===== src/rtl/mem_arbiter.sv =====
// mem_arbiter: shares the core's single memory port between the instruction
// fetch unit (IFU) and the load/store unit (LSU).
// The LSU normally wins arbitration. The IFU is forced through after
// STARVE_LIMIT LSU completions that happened while it was waiting.
// Locked LSU responses keep the grant for a follow-on access.
// A transaction that stays busy for TIMEOUT_CYCLES cycles without a response
// is aborted.
module mem_arbiter #(
    parameter int STARVE_LIMIT   = 4,
    parameter int TIMEOUT_CYCLES = 1024
) (
    input  logic        clock,
    input  logic        reset,
    // instruction fetch side
    input  logic        ifu_reqValid,
    input  logic [31:0] ifu_addr,
    output logic        ifu_respValid,
    output logic [31:0] ifu_rdata,
    // load/store side
    input  logic        lsu_reqValid,
    input  logic        lsu_lock,
    input  logic [31:0] lsu_addr,
    input  logic [31:0] lsu_wdata,
    input  logic [1:0]  lsu_size,
    input  logic        lsu_wen,
    input  logic [3:0]  lsu_wmask,
    output logic        lsu_respValid,
    output logic [31:0] lsu_rdata,
    // memory port
    output logic        mem_reqValid,
    output logic [31:0] mem_addr,
    output logic [31:0] mem_wdata,
    output logic [1:0]  mem_size,
    output logic        mem_wen,
    output logic [3:0]  mem_wmask,
    input  logic        mem_respValid,
    input  logic [31:0] mem_rdata,
    output logic        bus_timeout
);

    localparam logic [1:0] S_IDLE     = 2'd0;
    localparam logic [1:0] S_BUSY_IFU = 2'd1;
    localparam logic [1:0] S_BUSY_LSU = 2'd2;

    localparam logic [3:0]  STARVE_MAX = 4'(STARVE_LIMIT);
    localparam logic [31:0] TMO_LAST   = 32'(TIMEOUT_CYCLES - 1);
    localparam bit          TMO_EN     = (TIMEOUT_CYCLES > 0);

    logic [1:0]  state, state_nxt;
    logic [3:0]  starve_cnt, starve_nxt;
    logic [31:0] tmo_cnt, tmo_nxt;

    logic busy;
    logic ifu_forced;
    logic own_ifu, own_lsu;
    logic req_act;
    logic tmo_hit;
    logic resp_ok;
    logic done;
    logic locked_resp;

    // Saturating increment of the starvation counter.
    function automatic logic [3:0] starve_inc(input logic [3:0] cnt);
        if (cnt >= STARVE_MAX) begin
            return STARVE_MAX;
        end
        return cnt + 4'd1;
    endfunction

    // Select the owner for this cycle and classify how the cycle ends.
    always_comb begin
        busy       = (state != S_IDLE);
        ifu_forced = ifu_reqValid && (starve_cnt == STARVE_MAX);
        own_ifu    = 1'b0;
        own_lsu    = 1'b0;
        req_act    = 1'b0;
        case (state)
            S_BUSY_IFU: begin
                own_ifu = 1'b1;
                req_act = ifu_reqValid;
            end
            S_BUSY_LSU: begin
                own_lsu = 1'b1;
                req_act = lsu_reqValid;
            end
            default: begin
                own_lsu = lsu_reqValid && !ifu_forced;
                own_ifu = !own_lsu && ifu_reqValid;
                req_act = own_lsu || own_ifu;
            end
        endcase
        // A real response in the same cycle takes priority over the abort.
        tmo_hit     = TMO_EN && busy && !mem_respValid && (tmo_cnt == TMO_LAST);
        // In IDLE a response only counts if a request is going out with it.
        resp_ok     = mem_respValid && (busy || req_act);
        done        = resp_ok || tmo_hit;
        locked_resp = resp_ok && own_lsu && lsu_lock;
    end

    // Next state, starvation and timeout counter values.
    always_comb begin
        state_nxt = state;
        if (tmo_hit) begin
            state_nxt = S_IDLE;
        end else if (resp_ok) begin
            state_nxt = locked_resp ? S_BUSY_LSU : S_IDLE;
        end else if (!busy && req_act) begin
            state_nxt = own_lsu ? S_BUSY_LSU : S_BUSY_IFU;
        end

        starve_nxt = starve_cnt;
        if (done && !locked_resp) begin
            if (own_lsu && ifu_reqValid) begin
                starve_nxt = starve_inc(starve_cnt);
            end else begin
                starve_nxt = 4'd0;
            end
        end

        tmo_nxt = (busy && !mem_respValid && !tmo_hit) ? (tmo_cnt + 32'd1) : 32'd0;
    end

    // Drive the memory port from the owner and route responses back; all
    // outputs are held low while reset is asserted.
    always_comb begin
        mem_reqValid  = 1'b0;
        mem_addr      = 32'd0;
        mem_wdata     = 32'd0;
        mem_size      = 2'b00;
        mem_wen       = 1'b0;
        mem_wmask     = 4'd0;
        ifu_respValid = 1'b0;
        lsu_respValid = 1'b0;
        ifu_rdata     = 32'd0;
        lsu_rdata     = 32'd0;
        bus_timeout   = 1'b0;
        if (!reset) begin
            mem_reqValid = req_act && !tmo_hit;
            if (own_lsu) begin
                mem_addr  = lsu_addr;
                mem_wdata = lsu_wdata;
                mem_size  = lsu_size;
                mem_wen   = lsu_wen;
                mem_wmask = lsu_wmask;
            end else if (own_ifu) begin
                mem_addr  = ifu_addr;
                mem_wdata = 32'd0;
                mem_size  = 2'b10;
                mem_wen   = 1'b0;
                mem_wmask = 4'b1111;
            end
            ifu_respValid = done && own_ifu;
            lsu_respValid = done && own_lsu;
            ifu_rdata     = mem_rdata;
            lsu_rdata     = mem_rdata;
            bus_timeout   = tmo_hit;
        end
    end

    // State and counter registers.
    always_ff @(posedge clock or posedge reset) begin
        if (reset) begin
            state      <= S_IDLE;
            starve_cnt <= 4'd0;
            tmo_cnt    <= 32'd0;
        end else begin
            state      <= state_nxt;
            starve_cnt <= starve_nxt;
            tmo_cnt    <= tmo_nxt;
        end
    end

endmodule


===== config.mk =====
export PLATFORM = sky130hd
export DESIGN_NAME = mem_arbiter
export DESIGN_NICKNAME = d
export VERILOG_FILES = /design/src/rtl/mem_arbiter.sv
export SDC_FILE = /design/constraint.sdc
export NUM_CORES = 1
export LEC_CHECK = 0
export BUFFER_PORTS_ARGS = -buffer_cell sky130_fd_sc_hd__buf_4
export CAP_MARGIN = 20
export CORE_AREA = 2 2 107 109
export CTS_BUF_LIST = sky130_fd_sc_hd__clkbuf_8
export DETAILED_ROUTE_END_ITERATION = 7
export DIE_AREA = 0 0 109 111
export GPL_TIMING_DRIVEN = 0
export PLACE_DENSITY = 0.68
export SLEW_MARGIN = 20
export SYNTH_ARGS = -nofsm -noshare
export SYNTH_HDL_FRONTEND = slang
export SYNTH_SLANG_ARGS = --single-unit

===== constraint.sdc =====
create_clock -name clock -period 2 [get_ports clock]
set_input_delay 0 -clock clock [delete_from_list [all_inputs] [get_ports clock]]
set_output_delay 0 -clock clock [all_outputs]
set_load 0.005 [all_outputs]

==> impl_metrics.json, run 1 <==
{
  "n_antenna_cell": 0,
  "crit_required_ns": 2.00,
  "async_reset_ff_share_pct": 100,
  "initial_core_util_pct": 29.3,
  "report.final.hold_viol_count": 0,
  "clockBufferDepth": 2,
  "cp_cell_sequence": "inv_2 > ha_4 > nand4b_1 > a22o_1 > buf_4 > buf_6 > buf_8 > clkbuf_8 > and3_4 > buf_6",
  "cp_max_fo": 6,
  "first_global_vias": 4169,
  "outcome": "complete, but fails checks",
  "die_x_um": 109,
  "htree_levels": 2,
  "gr-total-overflow": 0,
  "slew_headroom_pct": 47.6,
  "num_vias": 4376,
  "ys_ff_latch": 38,
  "fillers": 949,
  "wl_per_cell_um": 20.2,
  "seq_power_share_pct": 19.0,
  "cpMostUsedCell": "buf_6",
  "p_int_w": 0.00281,
  "hp-class": "primary input to flip-flop",
  "gp_congestion": 0.887,
  "clkTransAtPathRegs_ns": 0.07,
  "syn_inst": 384,
  "crit_family": "buffers and inverters",
  "final_common_cell": "buf_4",
  "via_per_inst": 5.11,
  "track_usage_pct": 26.6,
  "fin_cells": 856,
  "num_rows": 39,
  "cts_buffers": 5,
  "area_growth_pct": 97.3,
  "irDropWorstVdd_mv": 0.535,
  "cp-end-kind": "output port",
  "switching_share_pct": 36.4,
  "finalPower_w": 0.00442,
  "rsz0062_at_grt": "true",
  "setup_ws_ns": -0.142,
  "io_pins": 280,
  "final_cell_mix": "buf_4 (335), nor2_1 (40), dfrtp_1 (35)",
  "cp_slowest_cell": "dfrtp_1",
  "cts_tree": "built",
  "max_freq_ghz": 0.467,
  "critPathKind": "flip-flop to output port",
  "place_inst": 806,
  "period_needed_ns": 2.14,
  "ys_seq_area_share_pct": 29.3,
  "worst-path-buf-inv": 6,
  "layout.nets": 859,
  "synth_area_leaders": "dfrtp_1 (29%), a22o_1 (8.9%), buf_4 (8.3%)",
  "grt_pass1_wl_mm": 23.9,
  "yosys_warnings": 0,
  "mappedNetlistNets": 531,
  "synth_cell_types": 45,
  "fin_crit_sh_pct": 107,
  "power.density_nw_per_um2": 690,
  "portBuffers": 278,
  "drc": 0,
  "antenna_found_initial": 0,
  "worst_pin_slew_ns": 0.786,
  "fp.dieH_um": 111,
  "regArea_sq_um": 955,
  "cp.arrival_ns": 2.14,
  "p_leak_nw": 3.25,
  "synth-edff-count": 0,
  "violations": "setup timing",
  "drv_cap": 0,
  "drtPass1Iterations": 6,
  "die_area_sq_um": 12100,
  "multi_input_area_sq_um": 2200,
  "postRouteAntennaNets": 0,
  "start_kind": "flip-flop",
  "synth-main-ff-cell": "dfrtp_1",
  "cp_slowest_stage_delay_ns": 0.39,
  "p_switching_w": 0.00161,
  "syn_area_sq_um": 3250,
  "clock_skew_ns": 0.00673,
  "clock-sinks": 38,
  "avgSynthCellArea_sq_um": 8.45,
  "drt-initial-drc-count": 409,
  "totalWireLength_mm": 17.3,
  "grt_max_degree": 33,
  "cts_root_buf": "clkbuf_8",
  "synth_top_area_share_pct": 29.3,
  "dp_hpwl_mm": 13.6,
  "clk_latency_ns": 0.30,
  "whs_ns": 0.0155,
  "drive_above_1_share_pct": 61.9,
  "synth_top_area_cell": "dfrtp_1",
  "drv_slew": 0,
  "clock_power_share_pct": 12.3,
  "core_region_area_sq_um": 11100,
  "setup_violations": 62,
  "power_frac_comb_pct": 68.7
}
-- synthesized netlist by cell type, types with 3 or more instances --
cell       n
o21ai_1    3
a22o_1    33
ha_1       6
nand3_1   16
nand2_1   10
inv_1     10
and2_1     4
nand2b_1   3
o21a_1     5
dfrtp_1   38
xnor2_1   16
nor2_1    43
clkbuf_1  14
and3_1    40
nand4_1    9
buf_2      4
nor4_2     4
nor2b_1   33
nor4_1     6
xor2_1    14
buf_4     36
nor3_1     8
-- power by group through the flow --
stage | Clock (W) | Sequential (W) | Combinational [W]
final | 0.000545 | 0.000839 | 0.00304
after global routing | 0.000582 | 0.000843 | 0.00322
after CTS | 0.000552 | 0.000837 | 0.00270
after detailed placement | 0 | 0.000850 | 0.00213
after global placement | 0 | 0.000847 | 0.00210
after floorplan | 0 | 0.000843 | 0.00101
-- kinds of logic after synthesis --
| logic type | Yosys count | synth area share, % |
|---|---|---|
| buf+inv | 66 | 12.2 |
| xor+xnor | 30 | 8.10 |
| compound gates | 52 | 13.7 |
| fa+ha+maj | 6 | 2.31 |
| flops | 38 | 29.3 |
| mux | 2 | 0.617 |
| simple gates | 190 | 33.8 |
-- registers in the layout, indices dropped and copies added, names as in the netlist --
name	count
starve_cnt	4
state	2
tmo_cnt	32
-- routing by layer --
| metal | wire (um) | up-vias | GRT usage, % |
|---|---|---|---|
| met1 | 7160 | 2074 | 36.1 |
| met3 | 2280 | 36 | 10.7 |
| met5 | 0 | - | 0 |
| met4 | 237 | 0 | 4.02 |
| met2 | 7630 | 292 | 40.3 |
| li1 | - | 1974 | - |
-- cell type report --
type | instances | area share [%]
tap | 143 | 2.79
buffer | 55 | 6.51
clock inverter | 2 | 0.137
sequential | 38 | 14.9
multi-input combinational | 280 | 34.4
timing repair buffer | 322 | 39.4
inverter | 10 | 0.586
clock buffer | 6 | 1.29
-- worst min-delay path: stages --
cell and delay, ns:
buf_4 0.14, nand4_1 0.07, mux2i_1 0.06
-- repair_timing --
action	4_1_cts	5_1_grt
buffers inserted	26	14
pin swaps	28	19
cloned	3	0
endpoints found under the setup margin	80	85
hold buffers	0	0
hold endpoints to repair	0	0
gates resized for setup	82	37
-- path summary, 6_finish.rpt --
check	from	end	slack [ns]	cells past startpoint
max	starve_cnt[0]	mem_wdata[17]	-0.14	10
min	ifu_reqValid	starve_cnt[0]	0.02	3
max reg2reg	state[0]	starve_cnt[2]	-0.10	9
min reg2reg	starve_cnt[3]	starve_cnt[3]	0.59	2
max in group asynchronous	reset	tmo_cnt[24]	0.96	4
min in group asynchronous	reset	tmo_cnt[19]	0.49	3
-- per-stage QoR --
stage | setup TNS (ns) | util [%] | area [sq um] | worst slack [ns]
floorplan | 0 | - | 3250 | 0.0543
global placement | -38.10 | 49.8 | 5510 | -0.788
detailed placement | -9.50 | 50.0 | 5540 | -0.296
CTS | -2.93 | 55.6 | 6160 | -0.121
global route | -11.82 | 57.8 | 6400 | -0.231
finish | -4.80 | 57.8 | 6400 | -0.142
Power figures use the tool's default switching activity.
==> run 2: changes to the inputs <==
--- a/config.mk
+++ b/config.mk
@@ -12,7 +12,8 @@
 export DETAILED_ROUTE_END_ITERATION = 7
 export DIE_AREA = 0 0 109 111
 export GPL_TIMING_DRIVEN = 0
-export PLACE_DENSITY = 0.68
+export PLACE_DENSITY = 0.74
+export REMOVE_ABC_BUFFERS = 1
 export SLEW_MARGIN = 20
 export SYNTH_ARGS = -nofsm -noshare
 export SYNTH_HDL_FRONTEND = slang
==> impl_metrics.json, run 2 (same netlist as run 1, synthesis figures left out) <==
{
  "dp_slack_ns": -0.822,
  "outcome": "complete, but fails checks",
  "num_vias": 3995,
  "drt-initial-drc-count": 214,
  "grt_use_met1_pct": 27.8,
  "final_cell_mix": "buf_4 (297), nor2_1 (40), and3_1 (37)",
  "multi_input_area_sq_um": 2210,
  "core_region_area_sq_um": 11100,
  "drtPass1Iterations": 4,
  "htree_levels": 2,
  "irDropWorstVdd_mv": 0.384,
  "totalNegativeSetupSlack_ns": -2.08,
  "cp_slowest_cell": "or3_4",
  "drc": 0,
  "top_register": "tmo_cnt",
  "grt_max_degree": 56,
  "num_rows": 39,
  "clock-sinks": 38,
  "critPathKind": "flip-flop to output port",
  "wl_per_cell_um": 19.1,
  "gp_congestion": 0.899,
  "crit_required_ns": 2.00,
  "via_per_inst": 4.93,
  "layout.nets": 815,
  "cts_tree": "built",
  "violations": "setup timing",
  "setup_violations": 37,
  "cp-end-kind": "output port",
  "portBuffers": 279,
  "clkTransAtPathRegs_ns": 0.06,
  "rsz0062_at_grt": "true",
  "drive_above_1_share_pct": 58.3,
  "top_regs": "tmo_cnt (32), starve_cnt (4), state (2)",
  "die_x_um": 109,
  "clk_latency_ns": 0.28,
  "io_pins": 280,
  "fillers": 954,
  "area_growth_pct": 89.1,
  "final_common_cell": "buf_4",
  "regArea_sq_um": 955,
  "drv_cap": 0,
  "antenna_found_initial": 0,
  "report.final.hold_viol_count": 0,
  "track_usage_pct": 22.7,
  "gr-total-overflow": 0,
  "cp_max_fo": 5,
  "totalWireLength_mm": 15.5,
  "period_needed_ns": 2.13,
  "p_leak_nw": 3.09,
  "die_area_sq_um": 12100,
  "grt_busiest_layer": "met2",
  "drv_slew": 0,
  "clockBufferDepth": 2,
  "power.density_nw_per_um2": 729,
  "dp_hpwl_mm": 10.8,
  "fin_crit_sh_pct": 106,
  "fp.dieH_um": 111,
  "max_freq_ghz": 0.470,
  "postRouteAntennaNets": 0,
  "cp_slowest_stage_delay_ns": 0.45,
  "start_kind": "flip-flop",
  "slew_headroom_pct": 49.1,
  "worst_pin_slew_ns": 0.761,
  "cp.arrival_ns": 2.13,
  "grt_pass1_wl_mm": 20.9,
  "clock_skew_ns": 0.00674,
  "setup_ws_ns": -0.129,
  "first_global_vias": 3712,
  "cp_cell_sequence": "ha_2 > and3_4 > nand2_1 > or3_4 > a2bb2oi_4 > nor3_2 > buf_4",
  "place_inst": 752,
  "post-route-util_pct": 55.4,
  "met2_usage_pct": 38.5,
  "worst-path-buf-inv": 1,
  "largest_reg_flops": 32,
  "crit_family": "simple AND/OR/NAND/NOR gates",
  "hp-class": "primary input to flip-flop",
  "cts_buffers": 5,
  "initial_core_util_pct": 29.3,
  "gr-usage-met3_pct": 7.23,
  "n_antenna_cell": 0,
  "fin_cells": 810,
  "cts_root_buf": "clkbuf_8"
}
run 2: through the flow:
step | hold slack (ns) | power, W | area, sq um
floorplan | 0.0365 | 0.00172 | 2890
global placement | 0.285 | 0.00275 | 5160
detailed placement | 0.214 | 0.00281 | 5200
CTS | 0.00915 | 0.00401 | 5770
global route | 0.0607 | 0.00469 | 6140
finish | 0.0193 | 0.00447 | 6140
run 2: what timing repair did:
action	CTS	global route
hold endpoints to repair	17	0
pin swaps	19	28
resized for setup	44	37
hold buffers	1	0
setup endpoints to repair	110	72
gates cloned	5	5
setup buffers	26	17
run 2: final cells by class:
cell class | instances | area share (%)
clock buffers | 6 | 1.35
repair buffers | 328 | 43.5
multi-input cells | 285 | 36.0
well taps | 143 | 2.92
inverters | 10 | 0.612
flip-flops and latches | 38 | 15.6
run 2: worst min-delay path, delay by kind of cell:
kind            cells  cell delay (ns)
compound gates      2             0.16
buf+inv             1             0.09
run 2: where the power goes:
group / switching [W] / internal, W
combinational: 0.00137 / 0.00176
clock: 0.000243 / 0.000266
sequential: 0.0000294 / 0.000808
total: 0.00164 / 0.00283
run 2: worst paths after layout:
kind / startpoint / end / slack [ns] / cells past startpoint
worst min-delay path: lsu_lock / state[1] / 0.02 / 3
worst max-delay path: tmo_cnt[1] / lsu_respValid / -0.13 / 7
worst min register to register: starve_cnt[3] / starve_cnt[3] / 0.55 / 2
worst max register to register: state[0] / starve_cnt[2] / -0.03 / 8
max in group asynchronous: reset / tmo_cnt[24] / 0.73 / 3
min in group asynchronous: reset / tmo_cnt[8] / 0.07 / 3
run 2: layer usage:
layer  vias up  share of wire [%]
li1       1903                  -
met3        22                9.9
met2       156                 49
met4         0                2.1
met1      1914                 39
met5         -                  0
==> run 3: changes to the inputs <==
--- a/config.mk
+++ b/config.mk
@@ -13,6 +13,7 @@
 export DIE_AREA = 0 0 109 111
 export GPL_TIMING_DRIVEN = 0
 export PLACE_DENSITY = 0.74
+export RECOVER_POWER = 50
 export REMOVE_ABC_BUFFERS = 1
 export SLEW_MARGIN = 20
 export SYNTH_ARGS = -nofsm -noshare
==> impl_metrics.json, run 3 (same netlist as run 1, synthesis figures left out) <==
{
  "cp.arrival_ns": 2.13,
  "report.final.hold_viol_count": 0,
  "p_leak_nw": 3.05,
  "hp-class": "primary input to flip-flop",
  "fin_cells": 810,
  "clock-sinks": 38,
  "critPathKind": "flip-flop to output port",
  "drc": 0,
  "track_usage_pct": 22.7,
  "start_kind": "flip-flop",
  "irDropWorstVdd_mv": 0.384,
  "grt_pass1_wl_mm": 20.9,
  "ff2ff_path_depth": 8,
  "dp_hpwl_mm": 10.8,
  "place_inst": 752,
  "rsz0062_at_grt": "true",
  "dpl_cell_area_sq_um": 5200,
  "fillers": 962,
  "ff2ff_setup_slack_ns": -0.03,
  "gp_congestion": 0.899,
  "outcome": "complete, but fails checks",
  "cp_max_fo": 5,
  "crit_start": "tmo_cnt[1]",
  "final_common_cell": "buf_4",
  "final_cell_mix": "buf_4 (247), clkbuf_4 (47), nor2_1 (40)",
  "reg2reg_from": "state[0]",
  "crit_required_ns": 2.00,
  "portBuffers": 279,
  "wl_per_cell_um": 19.1,
  "fin_crit_sh_pct": 107,
  "whs_path_depth": 3,
  "max_freq_ghz": 0.469,
  "setup_ws_ns": -0.134,
  "cp-end-kind": "output port",
  "grt_max_degree": 56,
  "die_x_um": 109,
  "num_vias": 3979,
  "clk_latency_ns": 0.28,
  "io_pins": 280,
  "gr-total-overflow": 0,
  "slew_headroom_pct": 33.7,
  "area_growth_pct": 88.3,
  "drtPass1Iterations": 4,
  "htree_levels": 2,
  "initial_core_util_pct": 29.3,
  "first_global_vias": 3712,
  "largest_reg_flops": 32,
  "cts_root_buf": "clkbuf_8",
  "violations": "setup timing",
  "antenna_found_initial": 0,
  "drt-initial-drc-count": 239,
  "die_area_sq_um": 12100,
  "drv_cap": 0,
  "drive_above_1_share_pct": 57.7,
  "worst_pin_slew_ns": 0.994,
  "fin_area_sq_um": 6110,
  "postRouteAntennaNets": 0,
  "setup_violations": 38,
  "cts_buffers": 5,
  "clock_skew_ns": 0.00663,
  "clkTransAtPathRegs_ns": 0.06,
  "core_region_area_sq_um": 11100,
  "cts_tree": "built",
  "drv_slew": 0,
  "fp.dieH_um": 111,
  "totalWireLength_mm": 15.5,
  "top_register": "tmo_cnt",
  "finalPower_w": 0.00446,
  "clockBufferDepth": 2,
  "via_per_inst": 4.91,
  "power.density_nw_per_um2": 730,
  "layout.nets": 815,
  "n_antenna_cell": 0,
  "period_needed_ns": 2.13,
  "min_from": "lsu_lock",
  "num_rows": 39,
  "top_regs": "tmo_cnt (32), starve_cnt (4), state (2)"
}
run 3: cell types whose count changed in the layout (fill, tap and decap cells not counted):
cell / delta
clkbuf_4: +47
inv_2: -1
clkbuf_2: +1
clkbuf_1: +3
inv_1: +1
buf_12: -1
buf_4: -50
run 3: power by group:
group | internal (W) | leakage (nW) | total [W] | switching, W
logic | 0.00175 | 2.49 | 0.00312 | 0.00137
registers | 0.000808 | 0.523 | 0.000837 | 0.0000296
clock network | 0.000266 | 0.0431 | 0.000510 | 0.000244
total | 0.00282 | 3.05 | 0.00446 | 0.00164
run 3: worst max-delay path, stage by stage, from the launching register on:
cell	delay, ns
dfrtp_1	0.41
ha_2	0.23
and3_4	0.23
nand2_1	0.11
or3_4	0.45
a2bb2oi_4	0.17
nor3_2	0.12
buf_4	0.14
run 3: per-stage QoR:
stage / setup WS [ns] / util, % / hold WS [ns] / TNS, ns
2_1_floorplan: -0.723 / - / 0.0365 / -25.83
3_3_place_gp: -2.32 / 46.6 / 0.285 / -105.02
3_5_place_dp: -0.822 / 47.0 / 0.214 / -52.39
4_1_cts: -0.115 / 52.1 / 0.00915 / -2.35
5_1_grt: -0.228 / 55.2 / 0.0607 / -6.25
6_report: -0.134 / 55.2 / 0.0188 / -2.16
run 3: repair_timing:
| item | 4_1_cts | 5_1_grt |
|---|---|---|
| endpoints found under the setup margin | 110 | 72 |
| buffers inserted | 26 | 17 |
| endpoints found under the hold margin | 17 | 0 |
| pin swaps | 19 | 28 |
| gates resized for setup | 44 | 37 |
| gates cloned | 5 | 5 |
| hold buffers | 1 | 0 |
run 3: path summary, 6_finish.rpt:
| check | end |
|---|---|
| max | lsu_respValid |
| min | state[1] |
| max reg2reg | starve_cnt[2] |
| min reg2reg | starve_cnt[3] |
| max in group asynchronous | tmo_cnt[24] |
| min in group asynchronous | tmo_cnt[13] |
run 3: metal layers:
metal	track usage, %	wire [um]
met5	0	0
met2	38.5	7630
met4	4.79	354
met1	27.8	5990
met3	7.23	1520
run 3: layout make-up:
type                    count  area [sq um]  share of cell area (%)
well taps                 143           179                    2.93
inverters                  10          37.5                   0.614
repair buffers            328          2650                    43.3
clock buffers               6          82.6                    1.35
flip-flops and latches     38           955                    15.6
multi-input cells         285          2210                    36.2
